### src/rtl/firebird_defines.sv
// Shared firebird core constants.
// Register file geometry used by every datapath block.
`ifndef FIREBIRD_DEFINES_SV
`define FIREBIRD_DEFINES_SV

`define FIREBIRD_REG_SIZE 32
`define FIREBIRD_REG_ADDR_W 5
`define FIREBIRD_ZERO_REG 5'd0

`endif

### src/rtl/firebird_regfile_wr_arbiter_pkg.sv
// Types and helpers for the regfile write-port arbiter.
// Register geometry comes from the shared firebird defines.
`ifndef FIREBIRD_REG_SIZE
`include "firebird_defines.sv"
`endif

package firebird_regfile_wr_arbiter_pkg;

    localparam int REG_ADDR_W = `FIREBIRD_REG_ADDR_W;

    typedef logic [REG_ADDR_W-1:0] reg_addr_t;

    localparam reg_addr_t ZERO_REG = `FIREBIRD_ZERO_REG;

    // Next round-robin position after index g among n requesters.
    function automatic int unsigned rr_next(
        input int unsigned g,
        input int unsigned n
    );
        return (g + 1 >= n) ? 0 : g + 1;
    endfunction

endpackage

### src/rtl/firebird_rr_arbiter.sv
// Round-robin picker: valid vector + priority pointer
// to one-hot grant and encoded winner index.
module firebird_rr_arbiter #(
    parameter int NREQ  = 2,
    parameter int IDX_W = (NREQ > 1) ? $clog2(NREQ) : 1
) (
    input  logic [NREQ-1:0]  valid,
    input  logic [IDX_W-1:0] ptr,
    output logic [NREQ-1:0]  grant,
    output logic [IDX_W-1:0] idx,
    output logic             any
);

    logic [IDX_W-1:0] sel;

    // Scan from the pointer upward; first valid requester wins.
    always_comb begin
        grant = '0;
        idx   = '0;
        any   = 1'b0;
        sel   = '0;
        for (int k = 0; k < NREQ; k++) begin
            sel = IDX_W'((int'(ptr) + k) % NREQ);
            if (!any && valid[sel]) begin
                any        = 1'b1;
                grant[sel] = 1'b1;
                idx        = sel;
            end
        end
    end

endmodule

### src/rtl/firebird_regfile_wr_arbiter.sv
// Shares the regfile write port among NREQ requesters with
// round-robin grants, x0 filtering and flush gating.
module firebird_regfile_wr_arbiter
    import firebird_regfile_wr_arbiter_pkg::*;
#(
    parameter int NREQ  = 2,
    parameter int XLEN  = `FIREBIRD_REG_SIZE,
    localparam int IDX_W = $clog2(NREQ)
) (
    input  logic                       clk,
    input  logic                       reset,
    input  logic                       flush,
    input  logic [NREQ-1:0]            req_valid,
    input  logic [NREQ*REG_ADDR_W-1:0] req_addr,
    input  logic [NREQ*XLEN-1:0]       req_data,
    output logic [NREQ-1:0]            req_ready,
    output logic                       we,
    output reg_addr_t                  waddr,
    output logic [XLEN-1:0]            wdata,
    output logic [IDX_W-1:0]           last_grant
);

    logic [IDX_W-1:0] rr_ptr;
    logic [NREQ-1:0]  grant;
    logic [IDX_W-1:0] win;
    logic             win_any;
    logic             accept;
    reg_addr_t        addr_g;
    logic [XLEN-1:0]  data_g;

    firebird_rr_arbiter #(
        .NREQ  (NREQ),
        .IDX_W (IDX_W)
    ) u_pick (
        .valid (req_valid),
        .ptr   (rr_ptr),
        .grant (grant),
        .idx   (win),
        .any   (win_any)
    );

    // Ready is held low while reset is asserted so nothing
    // is acknowledged that the output register cannot take.
    always_comb begin
        req_ready = grant & {NREQ{reset}};
        accept    = win_any & reset;
        addr_g    = req_addr[win*REG_ADDR_W +: REG_ADDR_W];
        data_g    = req_data[win*XLEN +: XLEN];
    end

    // Pointer, debug index and the registered write port.
    always_ff @(posedge clk or negedge reset) begin
        if (!reset) begin
            rr_ptr     <= '0;
            last_grant <= '0;
            we         <= 1'b0;
            waddr      <= '0;
            wdata      <= '0;
        end else begin
            we <= accept & (addr_g != ZERO_REG) & ~flush;
            if (accept) begin
                rr_ptr     <= IDX_W'(rr_next(32'(win), NREQ));
                last_grant <= win;
                waddr      <= addr_g;
                wdata      <= data_g;
            end
        end
    end

endmodule
### config.mk
export PLATFORM = sky130hd
export DESIGN_NAME = firebird_regfile_wr_arbiter
export DESIGN_NICKNAME = d
export VERILOG_FILES = /design/src/rtl/firebird_regfile_wr_arbiter_pkg.sv /design/src/rtl/firebird_rr_arbiter.sv /design/src/rtl/firebird_regfile_wr_arbiter.sv
export VERILOG_INCLUDE_DIRS = /design/src /design/src/rtl
export SDC_FILE = /design/constraint.sdc
export NUM_CORES = 1
export LEC_CHECK = 0
export ABC_AREA = 1
export CAP_MARGIN = 20
export CELL_PAD_IN_SITES_DETAIL_PLACEMENT = 0
export CELL_PAD_IN_SITES_GLOBAL_PLACEMENT = 1
export CORE_MARGIN = 8
export CORE_UTILIZATION = 25
export CTS_CLUSTER_SIZE = 40
export DETAILED_ROUTE_END_ITERATION = 8
export MAX_ROUTING_LAYER = met4
export PLACE_DENSITY_LB_ADDON = 0.1
export SETUP_SLACK_MARGIN = 0.4
export SLEW_MARGIN = 20
export SYNTH_ARGS = -nofsm -noshare
export SYNTH_HDL_FRONTEND = slang
export SYNTH_HIERARCHICAL = 1
export SYNTH_SLANG_ARGS = --single-unit
### constraint.sdc
create_clock -name clk -period 1.6 [get_ports clk]
set_input_delay 0.24 -clock clk [delete_from_list [all_inputs] [get_ports clk]]
set_output_delay 0.24 -clock clk [all_outputs]
set_load 0.02 [all_outputs]
==> metrics.txt, run 1 <==
Net Count, Synth ~320; result of the run finished, final reports clean; first-pass GRT wire length 11100 um; combined area of the multi-input logic cells about 800 um2; post-synth top area cell dfrtp_1; area added between synthesis and finish 72.8%; Bufs on Longest Clock Path 2; Pwr per Cell Area about 1200 mW/mm2; Syn Std Cell Area around 0.0019 mm2; Post-Synthesis Cells between 200 and 250; clock sink count 40; post-synthesis sequential area ratio 51.6%; WL final 6560 um; element type at the critical path start flop; Max-slew headroom roughly 65%; actual slew at the worst max-slew pin around 0.53 ns; Highest Clock Rate around 0.67 GHz; largest fanout on the critical path 4; fraction of layout cells with a size suffix above 1 between 20% and 30%; most frequent cell on the critical path buf_6; storage element area around 0.001 mm2; Area contributors post-synth dfrtp_1 52%, nand2_1 21%, nand3_1 8.5%, buf_6 3.5%, inv_1 2.9%; Placement Rows 32; critical path cell sequence buf_6 > nand2_2 > inv_2 > nor2_1 > nand2_1 > inv_1 > buf_6; die width about 100 um; number of inserted filler cells in the final layout 806; die height about 100 um; slowest stage cell, crit path dfrtp_1; clock insertion delay at the later pin of the skew report 0.29 ns; half-perimeter wire length after placement 4820 um; post-route cell area between 0.003 and 0.004 mm2; maximum cell stage delay along the critical path between 0.4 and 0.5 ns; iteration-0 DRC count of the detailed router 47; Total Power roughly 3.9 mW; buffers added on ports roughly 120; critical path buffer and inverter count 4; First-pass DRT Iterations 4; min cycle time layout ~1.5 ns; setup repair after global routing missed its margin true; terminus of the critical flop-to-flop path wdata[16]; number of cells traversed by the worst register-to-register path 10; peak supply drop approximately 0.46 mV; r2r setup slk ~0.12 ns; sort of element at the end of the critical path output port; DRC Markers 0; register clock-pin slew on the reported worst setup and hold paths around 0.08 ns; remaining global-route overflow 0; via-per-instance ratio a little over 4; area post-placement between 0.003 and 0.004 mm2; Slew Limit Fails 0; fraction of synthesized cell area taken by the top area cell type 51.6%; Die Area 0.0108 mm2; count of hold-fix buffers inserted at cts 0; Post-Route Skew roughly 0.0046 ns; via count around 2000; number of routed nets with antenna violations 0; final hold vios 0; Final #Nets 454; R2R Path Start rr_ptr; vias in the first global route 2232; Antenna Diode Count 0; number of max-cap violations 0; overall fraction of global-route tracks in use ~13%; clock buffers created by TritonCTS 5; setup violators final 0; CTS tree done; CTS Root Buffer Type clkbuf_8; number of distinct library cells after synthesis 15; most frequent cells in the layout 109 x nand2_1, 76 x clkdlybuf4s50_1, 40 x dfrtp_1; family with the most delay on the worst path flip-flops; number of synthesized register bits 40; floorplan core area between 0.007 and 0.008 mm2; critical path type reg -> out; final clock period utilization by the worst path roughly 93%; per-instance average area after synthesis around 8.0 um2; critical path depth 7; Tightest Hold Check Type in -> async; # H-tree levels 2; pin count of the biggest net entering global routing ~40; final estimated routing congestion in global placement approximately 0.72; IO Pins between 100 and 150; post-DR wirelength/cell approximately 14 um; Leakage Power approximately 1.6 nW; number of warnings printed during yosys synthesis 6; number of antenna violations at the first check in global routing 0; starting density of the core 25.5%; leading cell type in the layout, fill and taps excluded nand2_1; Required @ worst endpoint between 1 and 1.5 ns; Worst EP arrival approximately 1.3 ns
[worst register-to-register path, cell delays in order (launching register included)]
cell,delay [ns]
dfrtp_1,0.41
buf_6,0.13
inv_1,0.04
nand2_1,0.06
nand2_1,0.07
nand2_2,0.12
nand2_8,0.11
nor2_8,0.16
buf_12,0.17
nand2_1,0.06
nand3_1,0.08
[state kept, by name, indices dropped and copies added (netlist names)]
register	cells
last_grant	1
waddr	5
we	1
rr_ptr	1
wdata	32
[cell usage after synthesis]
master / number
buf_2: 4
buf_6: 6
buf_8: 1
dfrtp_1: 40
inv_1: 15
inv_2: 1
nand2_1: 111
nand2_2: 9
nand2_4: 1
nand3_1: 33
nor2_1: 10
nor2_2: 1
nor2_8: 2
o21ai_0: 7
or2_0: 1
[worst max-delay path by stage]
stage	start	slack, ns	endpoint
2_1_floorplan	rr_ptr	0.36	rr_ptr
3_3_place_gp	req_valid[0]	-0.22	req_ready[1]
3_5_place_dp	req_valid[1]	-0.22	req_ready[1]
4_1_cts	rr_ptr	0.09	req_ready[0]
5_1_grt	rr_ptr	0.004	wdata[16]
6_report	rr_ptr	0.11	req_ready[0]
[where the power goes]
group | leakage [nW] | internal (mW) | switching, mW
Combinational | 1.11 | 0.770 | 0.992
Sequential | 0.490 | 1.31 | 0.148
Clock | 0.0510 | 0.345 | 0.357
Total | 1.65 | 2.42 | 1.50
[logic make-up (layout without fill, tap and decap cells)]
kind of cell,count (synthesis),in the layout,share of synthesized area (%)
simple gates,168,169,38.2
buf+inv,27,160,8.39
flops,40,40,51.6
compound gates,7,7,1.81
[final cells by class]
type                    instances  area share (%)
clock buffers                   6            2.47
clock inverters                 2           0.299
inverters                      16            1.94
multi-input cells             176            23.9
flip-flops and latches         40            29.9
well taps                     102            3.81
repair buffers                136            37.7
[stage by stage]
stage | hold slack (ns) | worst slack (ns) | cells | utilization [%] | TNS (ns)
5_1_grt | 0.241 | 0.00446 | 478 | 44.0 | 0
2_1_floorplan | -0.0556 | 0.357 | 242 | - | 0
4_1_cts | 0.204 | 0.0883 | 478 | 46.7 | 0
3_3_place_gp | 0.458 | -0.220 | 464 | 43.4 | -4.00
3_5_place_dp | 0.457 | -0.221 | 464 | 43.4 | -3.81
6_report | 0.195 | 0.106 | 478 | 44.0 | 0
[routing by layer]
metal / vias up / share of wire (%) / track usage (%)
met5: - / 0 / -
met4: 0 / 0.87 / 2.48
met3: 5 / 6.4 / 4.28
met2: 74 / 45 / 20.0
met1: 862 / 48 / 15.8
li1: 1017 / - / -
[repair_timing]
item	in CTS	in global routing
cloned	2	0
buffers inserted	4	0
endpoints found under the hold margin	0	0
pin swaps	6	0
gates resized for setup	150	34
setup endpoints to repair	81	75
No activity file was read; power rests on OpenSTA's default activity.
==> run 2, diff against run 1 <==
--- a/config.mk
+++ b/config.mk
@@ -7,7 +7,7 @@
 export NUM_CORES = 1
 export LEC_CHECK = 0
 export ABC_AREA = 1
-export CAP_MARGIN = 20
+export CAP_MARGIN = 0
 export CELL_PAD_IN_SITES_DETAIL_PLACEMENT = 0
 export CELL_PAD_IN_SITES_GLOBAL_PLACEMENT = 1
 export CORE_MARGIN = 8
==> results of run 2 <==
Final layout, timing and power as in run 1 (identical DEF).
